[src/rtl/fft_bitrev_reorder.sv]
// rtl/fft_bitrev_reorder.sv - streaming bit-reversal reorder buffer with ping-pong banks
// Bit-reversed FFT output in, natural-order frames out, one complex sample per cycle.
module fft_bitrev_reorder #(
   parameter int DATA_W = 16,
   parameter int LOG2N  = 5
) (
   input  logic              clk,
   input  logic              rst,
   input  logic              in_valid,
   input  logic              in_sop,
   input  logic              bypass,
   input  logic [DATA_W-1:0] in_r,
   input  logic [DATA_W-1:0] in_i,
   output logic              out_valid,
   output logic              out_sop,
   output logic              out_eop,
   output logic [DATA_W-1:0] out_r,
   output logic [DATA_W-1:0] out_i,
   output logic              frame_err
);

   localparam int N = 1 << LOG2N;
   localparam logic [LOG2N-1:0] LAST = '1;

   typedef enum logic {R_IDLE, R_STREAM} rstate_t;

   function automatic logic [LOG2N-1:0] bitrev(input logic [LOG2N-1:0] a);
      logic [LOG2N-1:0] r;
      for (int b = 0; b < LOG2N; b++) r[b] = a[LOG2N-1-b];
      return r;
   endfunction

   logic [2*DATA_W-1:0] mem [2][N];
   logic [1:0]          full, full_n;
   logic                wr_bank, wr_bank_n, rd_bank, rd_bank_n;
   logic                wr_active, wr_active_n, bypass_l, bypass_n;
   logic [LOG2N-1:0]    wr_cnt, wr_cnt_n, cnt_eff, wr_addr, rd_cnt, rd_cnt_n;
   logic                wr_en, bp_eff, err, set_full, sop_ok;
   logic                rd_clear, rd_load;
   rstate_t             state, state_n;

   always_comb begin
      state_n   = state;
      rd_cnt_n  = rd_cnt;
      rd_bank_n = rd_bank;
      rd_clear  = 1'b0;
      rd_load   = 1'b0;
      case (state)
         R_IDLE: begin
            if (full[rd_bank]) begin
               state_n  = R_STREAM;
               rd_cnt_n = '0;
            end
         end
         R_STREAM: begin
            rd_load  = 1'b1;
            rd_cnt_n = rd_cnt + 1'b1;
            if (rd_cnt == LAST) begin
               // Hand over to the other bank with no bubble if it is already full.
               rd_clear  = 1'b1;
               rd_bank_n = ~rd_bank;
               rd_cnt_n  = '0;
               if (!full[~rd_bank]) state_n = R_IDLE;
            end
         end
         default: state_n = R_IDLE;
      endcase
   end

   // A bank being released by the reader this edge may be restarted this same edge.
   assign sop_ok = !full[wr_bank] || (rd_clear && (rd_bank == wr_bank));

   always_comb begin
      wr_en       = 1'b0;
      err         = 1'b0;
      set_full    = 1'b0;
      wr_active_n = wr_active;
      wr_cnt_n    = wr_cnt;
      wr_bank_n   = wr_bank;
      bypass_n    = bypass_l;
      cnt_eff     = wr_cnt;
      bp_eff      = bypass_l;
      if (in_valid) begin
         if (in_sop) begin
            err = wr_active;
            if (sop_ok) begin
               wr_en    = 1'b1;
               cnt_eff  = '0;
               bp_eff   = bypass;
               bypass_n = bypass;
            end else begin
               err         = 1'b1;
               wr_active_n = 1'b0;
            end
         end else if (wr_active) begin
            wr_en = 1'b1;
         end else begin
            err = 1'b1;
         end
      end
      if (wr_en) begin
         if (cnt_eff == LAST) begin
            set_full    = 1'b1;
            wr_bank_n   = ~wr_bank;
            wr_active_n = 1'b0;
            wr_cnt_n    = '0;
         end else begin
            wr_active_n = 1'b1;
            wr_cnt_n    = cnt_eff + 1'b1;
         end
      end
      wr_addr = bp_eff ? cnt_eff : bitrev(cnt_eff);
      full_n  = full;
      if (rd_clear) full_n[rd_bank] = 1'b0;
      if (set_full) full_n[wr_bank] = 1'b1;
   end

   always_ff @(posedge clk) begin
      if (wr_en) mem[wr_bank][wr_addr] <= {in_r, in_i};
   end

   always_ff @(posedge clk or negedge rst) begin
      if (!rst) begin
         state     <= R_IDLE;
         rd_cnt    <= '0;
         rd_bank   <= 1'b0;
         wr_bank   <= 1'b0;
         wr_cnt    <= '0;
         wr_active <= 1'b0;
         bypass_l  <= 1'b0;
         full      <= '0;
         out_valid <= 1'b0;
         out_sop   <= 1'b0;
         out_eop   <= 1'b0;
         out_r     <= '0;
         out_i     <= '0;
         frame_err <= 1'b0;
      end else begin
         state     <= state_n;
         rd_cnt    <= rd_cnt_n;
         rd_bank   <= rd_bank_n;
         wr_bank   <= wr_bank_n;
         wr_cnt    <= wr_cnt_n;
         wr_active <= wr_active_n;
         bypass_l  <= bypass_n;
         full      <= full_n;
         frame_err <= err;
         out_valid <= rd_load;
         out_sop   <= rd_load && (rd_cnt == '0);
         out_eop   <= rd_load && (rd_cnt == LAST);
         if (rd_load) {out_r, out_i} <= mem[rd_bank][rd_cnt];
      end
   end

endmodule

[config.mk]
export PLATFORM = sky130hd
export DESIGN_NAME = fft_bitrev_reorder
export DESIGN_NICKNAME = d
export VERILOG_FILES = /design/src/rtl/fft_bitrev_reorder.sv
export SDC_FILE = /design/constraint.sdc
export NUM_CORES = 2
export LEC_CHECK = 0
export CAP_MARGIN = 20
export CORE_MARGIN = 1
export CORE_UTILIZATION = 55
export CTS_CLUSTER_SIZE = 28
export DETAILED_ROUTE_END_ITERATION = 6
export PLACE_DENSITY = 0.71
export SETUP_SLACK_MARGIN = 0.02
export SYNTH_ARGS = -nofsm -noshare
export SYNTH_HDL_FRONTEND = slang
export SYNTH_SLANG_ARGS = --single-unit
[constraint.sdc]
create_clock -name clk -period 5.7 [get_ports clk]
set_clock_uncertainty 0.15 [all_clocks]
set_input_delay 0.855 -clock clk [delete_from_list [all_inputs] [get_ports clk]]
set_output_delay 0.855 -clock clk [all_outputs]
set_load 0.1 [all_outputs]
==> impl_summary.md <==
Drt
The post-detailed-route count of antenna-violating nets is 0. The mean number of vias per cell is 6.73. The detailed router placed 39200 vias in this run. The final layout contains routed wiring with a total length of 207000 um. The average routed wire per standard cell is 35.5 um. In the routed design, unresolved DRC markers number 4. The total iterations of the first detailed-routing run is 7. The detailed router finished its first iteration with 6137 violations.

STA
Setup repair after global routing left no endpoint under its margin. Setup violations remaining at the end of the flow were counted as 0. The top achievable clock speed is 227 MHz.

The worst relative slew slack is 0.209. The final max-slew violation count is 0. The share of the clock period used by the worst path is 0.774. The sum of negative setup slack is 0 ns. The count of final hold-check violations is 0. For the finished layout, the period the worst path requires is 4.41 ns.

At the pin with the least slew margin, the transition time is 1.17 ns.

Setup path
The worst register-to-register path has a setup slack of 1.29 ns. The kind of critical path is register to register. In this run the critical register-to-register path is launched from rd_cnt[1]$_DFFE_PN0P_.

At the worst endpoint, the arrival time is 4.75 ns. Counting both buffers and inverters, the worst setup path holds a total of 1. The required time of the worst setup path is 6.04 ns. STA classifies the critical path startpoint as a register. The number of cells on the worst reg-to-reg path is 9. Of all nets on the critical path, the largest fanout is 23. The kind of end point of the critical path is a register. The signal on the critical path passes through ha_1, and3_1, ha_1, and3b_1, nor3_2, or3_1, nand3b_1, nor2_4, buf_4. The top cell family by delay on the critical path is simple AND/OR/NAND/NOR gates. The master of the slowest instance on the critical path is nand3b_1. The worst register-to-register path ends at mem[1][312]$_DFFE_PP_. Counting stages on the worst path, the most repeated cell is ha_1. The largest incremental delay on the critical path is 0.65 ns.

Place
The final weighted congestion of routability-driven global placement is 0.882. The port buffer count is 72. Summed over all nets, the half-perimeter wirelength after detailed placement is 122000 um.

Min path
The startpoint identified for the worst hold timing path is in_r[0]. The terminating pin of the worst hold path is mem[0][176]$_DFFE_PP_. The path class of the tightest hold or removal check is input pin to register. The hold-critical path depth is 1.

Floorplan
During I/O placement, the number of pins put on the boundary was 73. The core footprint is 144000 sq um. The width of the die is 383 um. The floorplan die height is 383 um. The effective utilization at floorplan is 0.555.

Row generation in the floorplan step produced 139 rows. The die covers 147000 sq um.

Yosys
The main flop type after synthesis is edfxtp_1. Of all flip-flops after synthesis, the portion carrying an async set or reset was 0.0252. Counting distinct cell types in the post-synthesis netlist gives 58.

The total number of yosys warnings is 0. For this run, the register share of the synthesized area comes to 0.786. The register bit count reported by yosys is 2101. The number of enable-type register cells in the synthesized netlist is 2048. Dividing the synthesized area by the synthesized cell count gives 22.8 sq um. After synthesis the cells add up to 80000 sq um. The post-synthesis cell count is 3512. The number of nets in the synthesized netlist is 3553.

Final layout
The fraction of final layout cells sized beyond drive strength 1 is 0.282. The library cell used most frequently in the layout, excluding fill and tap cells, is edfxtp_1. The final layout contains 3793 nets.

Counting the fill cells in the layout gives 9391. The final core utilization is 0.629. Leaving out fill and tap cells, the most frequent cells in the layout are edfxtp_1 (2048), mux4_2 (525), clkbuf_16 (201). From synthesis to final layout, the design area changed by 13.3%.

Global routing
The first global-routing pass estimated 291000 um of wire. The via count of the first global-routing pass is 38600. The maximum number of pins on one net before global-route repair is 101.

The initial antenna violation count was 10. For this run, the total global-route usage over all layers was measured as 0.285. The total congestion overflow after global routing is 0.

Run status
The run finished, with violations left. The checks that failed: design-rule violations.

Power
Cell internal power was estimated by the tool at 25.0 mW. Of the total power, registers draw 0.546. Across the VDD grid, the largest voltage drop is 0.000282 V. Of the total power, the clock network draws 0.438.

In this run the static leakage power is 28.4 nW. The combinational cell fraction of total power is 0.016. The power density relative to cell area is 345 nW/um^2. The analysis attributes to net switching a power of 6.22 mW. The fraction of power spent switching nets is 0.199.

Clocking
The maximum buffer depth of the clock tree is 3. CTS placed an instance of clkbuf_16 at the clock tree root. Clock-pin slew was measured on the worst setup and hold paths at 0.06 ns. In this run, post-CTS repair resized a total of 0 instances. The clock reaches the later pin of the worst-skew pair after 0.84 ns. The number of CTS-inserted buffers is 198. The H-tree was split into 4 levels. TritonCTS built the clock tree. The tree built by TritonCTS fans out to 2101 sinks.

Run
The reported max-cap violation count is 0.
==> registers in the layout (all words and copies together) (netlist names) <==
name	flops
wr_active	1
out_sop	1
out_i	16
wr_bank	1
out_r	16
state	1
rd_bank	1
wr_cnt	5
bypass_l	1
out_valid	1
mem	2048
rd_cnt	5
out_eop	1
frame_err	1
full	2
==> final cells by class <==
class	instances	area, sq um	share of cell area
clock buffers	243	5230	0.0577
multi-input cells	1207	16600	0.183
flip-flops and latches	2101	62800	0.694
diodes	3	7.51	0.0000829
clock inverters	129	1530	0.0169
repair buffers	232	1970	0.0217
well taps	1903	2380	0.0263
inverters	12	46.3	0.000511
==> worst max path at each step <==
stage	startpoint	end	slack (ns)	cells past startpoint
finish	rd_cnt[1]$_DFFE_PN0P_	mem[1][312]$_DFFE_PP_	1.29	9
global route	rd_cnt[1]$_DFFE_PN0P_	mem[0][435]$_DFFE_PP_	1.08	10
CTS	rd_cnt[1]$_DFFE_PN0P_	mem[0][435]$_DFFE_PP_	1.30	10
detailed placement	rd_cnt[1]$_DFFE_PN0P_	mem[0][442]$_DFFE_PP_	1.32	10
global placement	rd_cnt[1]$_DFFE_PN0P_	mem[0][446]$_DFFE_PP_	1.36	10
floorplan	rd_cnt[2]$_DFFE_PN0P_	mem[1][864]$_DFFE_PP_	0.50	14
==> layer usage <==
metal | GRT usage | wire [um]
met1 | 0.400 | 76700
met2 | 0.445 | 99000
met3 | 0.0764 | 24600
met4 | 0.0850 | 6280
met5 | 0 | 76
==> power by group through the flow <==
stage	Sequential, mW	Combinational, mW	Clock (mW)
after global routing	17.1	0.528	14.3
after floorplan	17.4	0.0899	0
after CTS	17.1	0.508	13.7
after detailed placement	17.4	0.508	0
after global placement	17.4	0.492	0
final	17.1	0.511	13.7
==> per-stage QoR <==
stage	cells	setup slack, ns	hold slack [ns]	cell area, sq um	power [mW]
final	5830	1.29	0.288	90600	31.2
after CTS	5826	1.30	0.238	90600	31.3
after floorplan	3512	0.499	0.268	80000	17.5
after detailed placement	5453	1.32	0.392	83800	17.9
after global routing	5827	1.08	0.258	90600	31.9
after global placement	5453	1.36	0.366	83800	17.9
==> kinds of logic after synthesis <==
| logic type | after synthesis | synth area share |
|---|---|---|
| DFF | 2101 | 0.786 |
| buffers and inverters | 204 | 0.0135 |
| and+or+nand+nor | 312 | 0.0187 |
| muxes | 573 | 0.154 |
| AOI/OAI and AO/OA | 316 | 0.0274 |
| xor gates and xnor gates | 2 | 0.000219 |
| adders and majority gates | 4 | 0.000626 |
==> timing repair <==
item	in CTS	in global routing
hold buffers	1	0
endpoints found under the hold margin	3	0
setup endpoints to repair	0	0
buffers inserted	0	0
==> synth_stat cells, types with 17 or more instances <==
| cell type | number | area, sq um |
|---|---|---|
| a22o_1 | 18 | 158 |
| buf_2 | 53 | 265 |
| clkbuf_1 | 67 | 251 |
| a22oi_1 | 78 | 586 |
| a21oi_1 | 39 | 195 |
| nor2_1 | 96 | 360 |
| dfrtp_1 | 53 | 1330 |
| mux4_2 | 525 | 11800 |
| buf_1 | 19 | 71.3 |
| o22ai_1 | 62 | 388 |
| a211oi_1 | 19 | 143 |
| o21ai_0 | 36 | 180 |
| a221oi_1 | 17 | 149 |
| buf_4 | 41 | 308 |
| edfxtp_1 | 2048 | 61500 |
| nand2_1 | 73 | 274 |
| mux2i_1 | 37 | 370 |
| nand3_1 | 38 | 190 |
| nor2b_1 | 20 | 125 |
No activity file was read; power rests on OpenSTA's default activity.
